[src/rtl/debug_spi_pkg.sv]
// ---------------------------------------------------------------------------
// debug_spi_pkg : shared constants and state type for the CDM16 debug SPI host
// Revision      : 1.0
// ---------------------------------------------------------------------------
`default_nettype none

package debug_spi_pkg;

  localparam logic [7:0] CMD_REG_READ  = 8'd1;
  localparam logic [7:0] CMD_RESET_SET = 8'd2;
  localparam logic [7:0] CMD_MEM_WRITE = 8'd3;
  localparam logic [7:0] CMD_MEM_READ  = 8'd4;

  localparam logic [15:0] REG_SP  = 16'd8;
  localparam logic [15:0] REG_PC  = 16'd9;
  localparam logic [15:0] REG_PS  = 16'd10;
  localparam logic [15:0] REG_STA = 16'd11;

  localparam int FRAME_BITS      = 40;
  localparam int REPLY_FIRST_BIT = 24;

  typedef enum logic [2:0] {
    IDLE  = 3'd0,
    SETUP = 3'd1,
    HIGH  = 3'd2,
    LOW   = 3'd3,
    TAIL  = 3'd4,
    GAP   = 3'd5
  } spi_state_e;

endpackage

`default_nettype wire

[src/rtl/debug_spi_master_if.sv]
// ---------------------------------------------------------------------------
// debug_spi_master_if : four-wire debug SPI link between host and board slave
// Revision            : 1.0
// ---------------------------------------------------------------------------
`default_nettype none

interface debug_spi_master_if;
  logic CLK;
  logic CS;
  logic MOSI;
  logic MISO;

  modport master (output CLK, output CS, output MOSI, input MISO);
  modport slave  (input CLK, input CS, input MOSI, output MISO);
endinterface

`default_nettype wire

[src/rtl/debug_spi_bit_timer.sv]
// ---------------------------------------------------------------------------
// debug_spi_bit_timer : loadable down-counter, done while the count sits at 0
// Revision            : 1.0
// ---------------------------------------------------------------------------
`default_nettype none

module debug_spi_bit_timer (
  input  wire logic       system_clock,
  input  wire logic       reset,
  input  wire logic       load,
  input  wire logic [7:0] load_val,
  output logic            done
);

  logic [7:0] r_count;

  always_ff @(posedge system_clock) begin
    if (!reset) begin
      r_count <= 8'd0;
    end else if (load) begin
      r_count <= load_val;
    end else if (r_count != 8'd0) begin
      r_count <= r_count - 8'd1;
    end
  end

  assign done = (r_count == 8'd0);

endmodule

`default_nettype wire

[src/rtl/debug_spi_master.sv]
// ---------------------------------------------------------------------------
// debug_spi_master : issues 40-bit debug frames (mode 0, MSB first), returns
//                    the 16-bit reply. Option: DEBUG_SPI_MISO_SYNC_EN.
// Revision         : 1.0
// ---------------------------------------------------------------------------
`default_nettype none

module debug_spi_master
  import debug_spi_pkg::*;
#(
  parameter int CLK_DIV = 4,
  parameter int CS_TAIL = 4,
  parameter int CS_GAP  = 4
) (
  input  wire logic          system_clock,
  input  wire logic          reset,
  input  wire logic          req_valid,
  output logic               req_ready,
  input  wire logic [7:0]    req_cmd,
  input  wire logic [15:0]   req_addr,
  input  wire logic [15:0]   req_data,
  output logic               rsp_valid,
  output logic [15:0]        rsp_data,
  output logic               busy,
  debug_spi_master_if.master spi
);

  localparam logic [7:0] c_half_m1     = 8'(CLK_DIV - 1);
  localparam logic [7:0] c_tail_m1     = 8'(CS_TAIL - 1);
  localparam logic [7:0] c_gap_m1      = 8'(CS_GAP - 1);
  localparam logic [5:0] c_last_bit    = 6'(FRAME_BITS - 1);
  localparam logic [5:0] c_first_reply = 6'(REPLY_FIRST_BIT);

  spi_state_e  r_state;
  logic [39:0] r_shift;
  logic [5:0]  r_bit_cnt;
  logic [15:0] r_reply;
  logic        r_cs;
  logic        r_sck;
  logic        w_accept;
  logic        w_done;
  logic        w_load;
  logic [7:0]  w_load_val;
  logic        w_sample;
  logic        w_miso;
  logic        w_capture;

  assign w_accept = req_valid && req_ready;

  debug_spi_bit_timer u_timer (
    .system_clock (system_clock),
    .reset        (reset),
    .load         (w_load),
    .load_val     (w_load_val),
    .done         (w_done)
  );

  always_comb begin
    w_load     = 1'b0;
    w_load_val = c_half_m1;
    case (r_state)
      IDLE:        w_load = w_accept;
      SETUP, HIGH: w_load = w_done;
      LOW: begin
        w_load = w_done;
        if (r_bit_cnt == c_last_bit) w_load_val = c_tail_m1;
      end
      TAIL: begin
        w_load     = w_done;
        w_load_val = c_gap_m1;
      end
      default: w_load = 1'b0;
    endcase
  end

`ifdef DEBUG_SPI_MISO_SYNC_EN
  logic r_miso_s1;
  logic r_miso_s2;

  always_ff @(posedge system_clock) begin
    if (!reset) begin
      r_miso_s1 <= 1'b0;
      r_miso_s2 <= 1'b0;
    end else begin
      r_miso_s1 <= spi.MISO;
      r_miso_s2 <= r_miso_s1;
    end
  end

  // Two-flop delay is absorbed by sampling at the end of the high phase.
  assign w_miso   = r_miso_s2;
  assign w_sample = (r_state == HIGH) && w_done;
`else
  logic r_sck_d;

  always_ff @(posedge system_clock) begin
    if (!reset) r_sck_d <= 1'b0;
    else        r_sck_d <= r_sck;
  end

  assign w_miso   = spi.MISO;
  assign w_sample = r_sck && !r_sck_d;
`endif

  assign w_capture = w_sample && (r_bit_cnt >= c_first_reply);

  always_ff @(posedge system_clock) begin
    if (!reset) begin
      r_state   <= IDLE;
      r_shift   <= 40'd0;
      r_bit_cnt <= 6'd0;
      r_reply   <= 16'd0;
      r_cs      <= 1'b1;
      r_sck     <= 1'b0;
      req_ready <= 1'b1;
      rsp_valid <= 1'b0;
      rsp_data  <= 16'd0;
      busy      <= 1'b0;
    end else begin
      rsp_valid <= 1'b0;
      if (w_capture) r_reply <= {r_reply[14:0], w_miso};
      case (r_state)
        IDLE: if (w_accept) begin
          r_shift   <= {req_cmd, req_addr, req_data};
          r_bit_cnt <= 6'd0;
          r_cs      <= 1'b0;
          req_ready <= 1'b0;
          busy      <= 1'b1;
          r_state   <= SETUP;
        end
        SETUP: if (w_done) begin
          r_sck   <= 1'b1;
          r_state <= HIGH;
        end
        // MOSI is r_shift[39]; shifting on every fall leaves it 0 after bit 39.
        HIGH: if (w_done) begin
          r_sck   <= 1'b0;
          r_shift <= {r_shift[38:0], 1'b0};
          r_state <= LOW;
        end
        LOW: if (w_done) begin
          if (r_bit_cnt == c_last_bit) begin
            r_state <= TAIL;
          end else begin
            r_bit_cnt <= r_bit_cnt + 6'd1;
            r_sck     <= 1'b1;
            r_state   <= HIGH;
          end
        end
        TAIL: if (w_done) begin
          r_cs      <= 1'b1;
          rsp_valid <= 1'b1;
          rsp_data  <= r_reply;
          r_state   <= GAP;
        end
        GAP: if (w_done) begin
          req_ready <= 1'b1;
          busy      <= 1'b0;
          r_state   <= IDLE;
        end
        default: r_state <= IDLE;
      endcase
    end
  end

  assign spi.CS   = r_cs;
  assign spi.CLK  = r_sck;
  assign spi.MOSI = r_shift[39];

endmodule

`default_nettype wire

[src/flat_wrapper.sv]
// flat-port wrapper written by rule: the top's interface ports become plain ports
module debug_spi_master_flat import debug_spi_pkg::*;
#(
  parameter int CLK_DIV = 4,
  parameter int CS_TAIL = 4,
  parameter int CS_GAP  = 4
)
  (system_clock, reset, req_valid, req_ready, req_cmd, req_addr, req_data, rsp_valid, rsp_data, busy, spi_CLK, spi_CS, spi_MOSI, spi_MISO);
  debug_spi_master_if spi_i ();
  input  wire logic system_clock;
  input  wire logic reset;
  input  wire logic req_valid;
  output logic req_ready;
  input  wire logic [7:0] req_cmd;
  input  wire logic [15:0] req_addr;
  input  wire logic [15:0] req_data;
  output logic rsp_valid;
  output logic [15:0] rsp_data;
  output logic busy;
  output wire logic [$bits(spi_i.CLK)-1:0] spi_CLK;
  output wire logic [$bits(spi_i.CS)-1:0] spi_CS;
  output wire logic [$bits(spi_i.MOSI)-1:0] spi_MOSI;
  input wire logic [$bits(spi_i.MISO)-1:0] spi_MISO;
  assign spi_CLK = spi_i.CLK;
  assign spi_CS = spi_i.CS;
  assign spi_MOSI = spi_i.MOSI;
  assign spi_i.MISO = spi_MISO;
  debug_spi_master #(.CLK_DIV(CLK_DIV), .CS_TAIL(CS_TAIL), .CS_GAP(CS_GAP)) u_core (.system_clock(system_clock), .reset(reset), .req_valid(req_valid), .req_ready(req_ready), .req_cmd(req_cmd), .req_addr(req_addr), .req_data(req_data), .rsp_valid(rsp_valid), .rsp_data(rsp_data), .busy(busy), .spi(spi_i));
endmodule
[config.mk]
export PLATFORM = sky130hd
export DESIGN_NAME = debug_spi_master_flat
export DESIGN_NICKNAME = d
export VERILOG_FILES = /design/src/rtl/debug_spi_pkg.sv /design/src/rtl/debug_spi_master_if.sv /design/src/rtl/debug_spi_bit_timer.sv /design/src/rtl/debug_spi_master.sv /design/src/flat_wrapper.sv
export SDC_FILE = /design/constraint.sdc
export NUM_CORES = 1
export LEC_CHECK = 0
export ABC_AREA = 1
export CORE_MARGIN = 3
export CORE_UTILIZATION = 43
export CTS_CLUSTER_SIZE = 8
export DETAILED_ROUTE_END_ITERATION = 8
export GPL_ROUTABILITY_DRIVEN = 0
export PLACE_DENSITY = 0.64
export SLEW_MARGIN = 20
export SYNTH_ARGS = -nofsm -noshare
export SYNTH_HDL_FRONTEND = slang
export SYNTH_HIERARCHICAL = 1
export SYNTH_SLANG_ARGS = --single-unit
export TNS_END_PERCENT = 1
[constraint.sdc]
create_clock -name system_clock -period 2.4 [get_ports system_clock]
set_input_delay 0.36 -clock system_clock [delete_from_list [all_inputs] [get_ports system_clock]]
set_output_delay 0.36 -clock system_clock [all_outputs]
set_load 0.05 [all_outputs]
Word level (Yosys, flattened, before mapping)
Cells that the tools add are included.
{ "word_totals": {"regBits": 95, "in_bits": 44, "out_inout_bits": 22, "wordCells": 82} }
{ "classes": {"addsub": 2, "n_lt_le_gt_ge": 1, "n_eq_ne": 13, "mux": 29, "bitwise": 1, "n_reduce_logical": 23} }
{ "op_table": {"columns": ["cell", "n"], "rows": [
  ["two-way mux 40 bit", 2],
  ["case mux 40 bit (2 select lines)", 1],
  ["two-way mux 3 bit", 7],
  ["two-way mux 6 bit", 3],
  ["case mux 3 bit (6 select lines)", 1],
  ["!= test 2 bit, second input constant", 6],
  ["case mux 6 bit (2 select lines)", 1],
  ["nonzero test 2 bit", 5],
  ["AND reduction 3 bit", 3],
  ["zero test 8 bit", 1],
  ["case mux 1 bit (2 select lines)", 4],
  ["nonzero test 8 bit", 1],
  ["subtractor 8 x 1 -> 8 bit, second input constant", 1],
  ["two-way mux 1 bit", 7],
  ["adder 6 x 1 -> 6 bit, second input constant", 1],
  ["== test 3 x 2 -> 1 bit, second input constant", 2],
  ["== test 3 bit, second input constant", 2],
  ["== test 6 bit, second input constant", 1],
  ["greater-or-equal comparator 6 x 5 -> 1 bit, second input constant", 1],
  ["AND reduction 6 bit", 1],
  ["AND reduction 5 bit", 1],
  ["two-way mux 2 bit", 2],
  ["AND reduction 2 bit", 2],
  ["AND reduction 4 bit", 1],
  ["other kinds (10)", 12]
]} }

Depth between registers and ports, before layout
Gate-level depths: netlist of the first run.
{ "depth": {"word_depth": 4, "mapped_depth": 13, "ltp_nobuf": 12} }

Cells and area by module
The synthesis of the first run kept the hierarchy.
{ "modules_own_cells": {"columns": ["module", "instances", "cells_per_inst", "area_per_inst_um2", "seq_area_each_um2"], "rows": [
  ["debug_spi_master", 1, 552, 3731.1, 1741.7],
  ["debug_spi_bit_timer", 1, 70, 478.0, 160.2]
]} }

Worst setup path before layout of the first run
OpenSTA, ideal clock, no wires.
{ "synth_path": {"path_kind": "flip-flop to flip-flop", "start": "register u_core.u_timer.r_count[0]", "end": "register u_core.u_timer.r_count[1]", "setup_time_ps": 113, "arrival_ps": 1893, "t_required_ps": 2287, "slack_ps": 394, "path_stages_with_launch": 14, "path_buffers": 1, "synth_period_minus_slack_ps": 2006, "path_cell_list": "dfxtp_1 inv_1 ha_1 nand2_2 nor2_8 a21oi_1 o21ai_0 o21a_1 buf_2 inv_2 nand2_4 inv_2 nor2_1 nor2_1"} }
{ "synth_via": {"elab_chain_len": 3, "word_cells_on_any_way": 7, "classes_between": "add/sub: 1; mux: 3; reduce/logical: 3"} }
{ "synth_rtl": {"columns": ["element", "line", "source"], "rows": [
  ["start: declaration", "debug_spi_bit_timer.sv:15", "logic [7:0] r_count;"],
  ["start signal: assignment", "debug_spi_bit_timer.sv:21", "r_count <= load_val;"],
  ["start signal: assignment", "debug_spi_bit_timer.sv:23", "r_count <= r_count - 8'd1;"],
  ["zero test 8 bit (*)", "debug_spi_bit_timer.sv:27", "assign done = (r_count == 8'd0);"],
  ["named net u_core.w_done", "debug_spi_master.sv:41", "logic w_done;"],
  ["case mux 1 bit (2 select lines) (*)", "debug_spi_master.sv:61", "case (r_state)"],
  ["named net u_core.w_load", "debug_spi_master.sv:42", "logic w_load;"],
  ["two-way mux 2 bit / nonzero test 2 bit (equally long branches)", null, null]
]} }
Mark *: on every way through the listed nets, which the timed path passes. The rest lies on a longest branch. The select of a mux whose other input is x is not followed.
A chain may end at the register's enable or synchronous reset.

Final worst setup path of the first run
{ "layout_path": {"start": "register u_core.u_timer.r_count[0]", "end": "register u_core.u_timer.r_count[5]"} }
{ "layout_via": {"elab_chain_len": 3, "word_cells_on_any_way": 5, "classes_between": "add/sub: 1; mux: 1; reduce/logical: 3"} }
{ "layout_rtl": {"columns": ["element", "line"], "rows": [
  ["zero test 8 bit", "debug_spi_bit_timer.sv:27"],
  ["named net u_core.w_done", "debug_spi_master.sv:41"],
  ["case mux 1 bit (2 select lines)", "debug_spi_master.sv:61"],
  ["named net u_core.w_load", "debug_spi_master.sv:42"],
  ["OR reduction 2 bit (no line)", null]
]} }
The timed path passes the listed nets, and every way through them passes these cells.

==> run_results.csv, run 1 <==
group,metric,value,unit
run_status,status,"completed",
yosys,yosysWarnings,6,
route,vias,3897,
worst_setup_path,end_kind,"register",
yosys,yosysTopAreaCellShare,45.2,%
worst_setup_path,worstPathArrival,2.44,ns
layout,fill_cells,957,
sta,rsz0062_at_grt,"no",
yosys,synth.cell_area,4210,µm²
sta,period_needed,2.14,ns
worst_setup_path,required,2.70,ns
floorplan,die_h,105,µm
global_routing,grt_pass1_vias,3550,
place,io_buffers,65,
yosys,synth-seq-cells,95,
sta,fmax,0.468,GHz
global_routing,grt_antenna_before_repair,0,
floorplan,start_util,44.9,%
cts,cts_buffer_depth,2,
yosys,synth-edff-count,0,
route,firstDrtPassIters,4,
job,maxCapViolCount,0,
global_routing,grt_pass1_wl,16.3,mm
global_routing,grt_max_degree,42,
route,top_layer,"met4",
layout,fin_util,54.9,%
place,post-dp-hpwl,6.36,mm
floorplan,core_area,9370,µm²
min_path,hold_path_end,"u_core/req_ready",
floorplan,ioPinCount,66,
cts,cts_hold_buffers,0,
layout,drive_gt1_share,5.97,%
cts,post_cts_resized,0,
cts,cts.sinks,95,
sta,slew_violations,0,
layout,diodes,0,
floorplan,row_count,35,
min_path,hold_depth,2,
power_and_ir_drop,ir_worst_vdd,0.399,mV
cts,clk_latency,0.36,ns
cts,numCtsBuffers,9,
global_routing,track_usage,17.7,%
cts,cts_tree,"done",
worst_setup_path,rrSetupSlack,0.26,ns
worst_setup_path,reg2reg_from,"u_core/u_timer/r_count[0]",
worst_setup_path,start_kind,"register",
layout,areaGrowthSynthToFinish,22.3,%
sta,worstMarginPinSlew,0.860,ns
min_path,min-delay-path-class,"in2reg",
route,post-route-drc-count,0,
sta,finalCritPeriodShare,89.0,%
route,route.met3.wl,407,µm
route,drt_iter0_drc,178,
yosys,seq_area_frac_synth,45.2,%
yosys,synth_commonest_cells,"nand2_1, dfxtp_1, nor2_1",
worst_setup_path,path_max_fanout,10,
yosys,synth_cells,622,
sta,clock_skew,0.00952,ns
route,antenna_left,0,
sta,hold_viol,0,
worst_setup_path,rr_endpoint,"u_core/u_timer/r_count[5]",
worst_setup_path,crit_type,"reg2reg",
yosys,synthTopCellsByArea,"dfxtp_1, nand2_1, o21ai_0",
global_routing,grt-ovfl-total,0,
cts,root_buffer,"clkbuf_8",
yosys,yosysTopAreaCell,"dfxtp_1",
sta,relSlewSlack,42.5,%
cts,htree_levels,3,
layout,nets,729,
route,wirelength_met1,4.76,mm
yosys,synthFlopType,"dfxtp_1",
sta,setup_viol,0,
min_path,hp-start,"reset",
cts,post_cts_buffers,0,
route,wl_met2,4.13,mm
yosys,postSynth.asyncResetShare,0,%
route,viasPerCell,4.78,
route,finalWirelength,9.42,mm
sta,final.setup.tns,0,ns
cts,cts.clk_slew.worst_paths,0.10,ns
floorplan,die_w,105,µm
power_and_ir_drop,total_power,0.00459,W
yosys,synth.most_common_cell,"nand2_1",
floorplan,die_area,11000,µm²
power_and_ir_drop,power_density,892,nW/µm²
yosys,synth_cell_type_count,30,
power_and_ir_drop,leakagePower,2.21,nW
route,wl_per_cell,11.5,µm
worst_setup_path,reg2reg_depth,12,
yosys,syn_area_per_cell,6.77,µm²
-- worst max path at each step --
| stage | startpoint | to | slack [ns] | cells past startpoint |
|---|---|---|---|---|
| 2_1_floorplan | u_core/u_timer/r_count[0] | u_core/u_timer/r_count[1] | 0.39 | 13 |
| 3_3_place_gp | u_core/u_timer/r_count[0] | u_core/u_timer/r_count[1] | 0.36 | 11 |
| 3_5_place_dp | u_core/u_timer/r_count[0] | u_core/u_timer/r_count[1] | 0.28 | 11 |
| 4_1_cts | u_core/u_timer/r_count[0] | u_core/u_timer/r_count[5] | 0.26 | 12 |
| 5_1_grt | u_core/u_timer/r_count[0] | u_core/u_timer/r_count[2] | 0.004 | 10 |
| 6_report | u_core/u_timer/r_count[0] | u_core/u_timer/r_count[5] | 0.26 | 12 |
-- stage by stage --
| stage | instances | area [µm²] | hold slack [ns] | setup slack [ns] |
|---|---|---|---|---|
| 6_report | 816 | 5150 | 0.391 | 0.264 |
| 5_1_grt | 816 | 5150 | 0.390 | 0.00383 |
| 4_1_cts | 816 | 5150 | 0.374 | 0.260 |
| 3_5_place_dp | 800 | 4940 | 0.447 | 0.282 |
| 3_3_place_gp | 800 | 4940 | 0.444 | 0.363 |
| 2_1_floorplan | 628 | 4230 | 0.425 | 0.394 |
-- cell families (layout without fill, tap and decap cells) --
| family | Yosys count | in the layout | synth area share (%) |
|---|---|---|---|
| flops | 95 | 95 | 45.2 |
| compound gates | 115 | 115 | 13.9 |
| other cells | 2 | 8 | 0.178 |
| buf+inv | 76 | 135 | 7.67 |
| simple gates | 328 | 328 | 31.6 |
| fa+ha+maj | 3 | 3 | 0.892 |
| xor+xnor | 3 | 3 | 0.624 |
-- registers in the layout, indices dropped and copies added, names as in the netlist, 3 cells and up --
signal,count
u_core/r_bit_cnt,6
u_core/rsp_data,16
u_core/r_reply,16
u_core/u_timer/r_count,8
u_core/r_state,3
u_core/r_shift,40
-- routing by layer --
metal  up-vias  GRT usage, %
met5         -             0
met2        95          26.5
met1      1733          25.4
li1       2059             -
met3        10          4.69
met4         0          4.03
-- area by class of cell --
class | instances | area, µm² | share of cell area, %
Clock buffer | 10 | 128 | 2.48
Clock inverter | 6 | 76.3 | 1.48
Inverter | 47 | 176 | 3.43
Multi-Input combinational cell | 457 | 2010 | 39.0
Sequential cell | 95 | 1900 | 36.9
Tap cell | 129 | 161 | 3.13
Timing Repair Buffer | 72 | 698 | 13.6
-- placed cells by master, fill, tap and decap left out, drive strengths merged --
| cell | count |
|---|---|
| a21oi | 40 |
| buf | 8 |
| bufinv | 1 |
| clkbuf | 10 |
| clkdlybuf4s50 | 64 |
| clkinv | 4 |
| conb | 8 |
| dfxtp | 95 |
| ha | 3 |
| inv | 48 |
| nand2 | 210 |
| nand3 | 21 |
| nand4 | 2 |
| nor2 | 90 |
| nor3 | 5 |
| o211ai | 1 |
| o21a | 1 |
| o21ai | 72 |
| o21bai | 1 |
| xnor2 | 2 |
| xor2 | 1 |
-- worst max-delay path, cell delays in order (launching register included) --
cell,delay (ns)
dfxtp_1,0.32
inv_1,0.12
ha_1,0.23
nand2_2,0.13
nor2_8,0.21
a21oi_1,0.08
o21ai_0,0.35
o21a_1,0.21
buf_4,0.16
nor2_2,0.07
nand3_1,0.07
nand2_1,0.06
nor2_1,0.07
-- power by group --
group / switching [W] / total, W / internal (W)
sequential: 0.000179 / 0.00202 / 0.00184
combinational: 0.000948 / 0.00148 / 0.000533
clock: 0.000588 / 0.00109 / 0.000501
total: 0.00171 / 0.00459 / 0.00288
No activity file was read; power rests on OpenSTA's default activity.
==> inputs of run 2 (changes only) <==
TNS_END_PERCENT = default   (was 1)
==> results of run 2 <==
Final layout, timing and power as in run 1 (identical DEF).
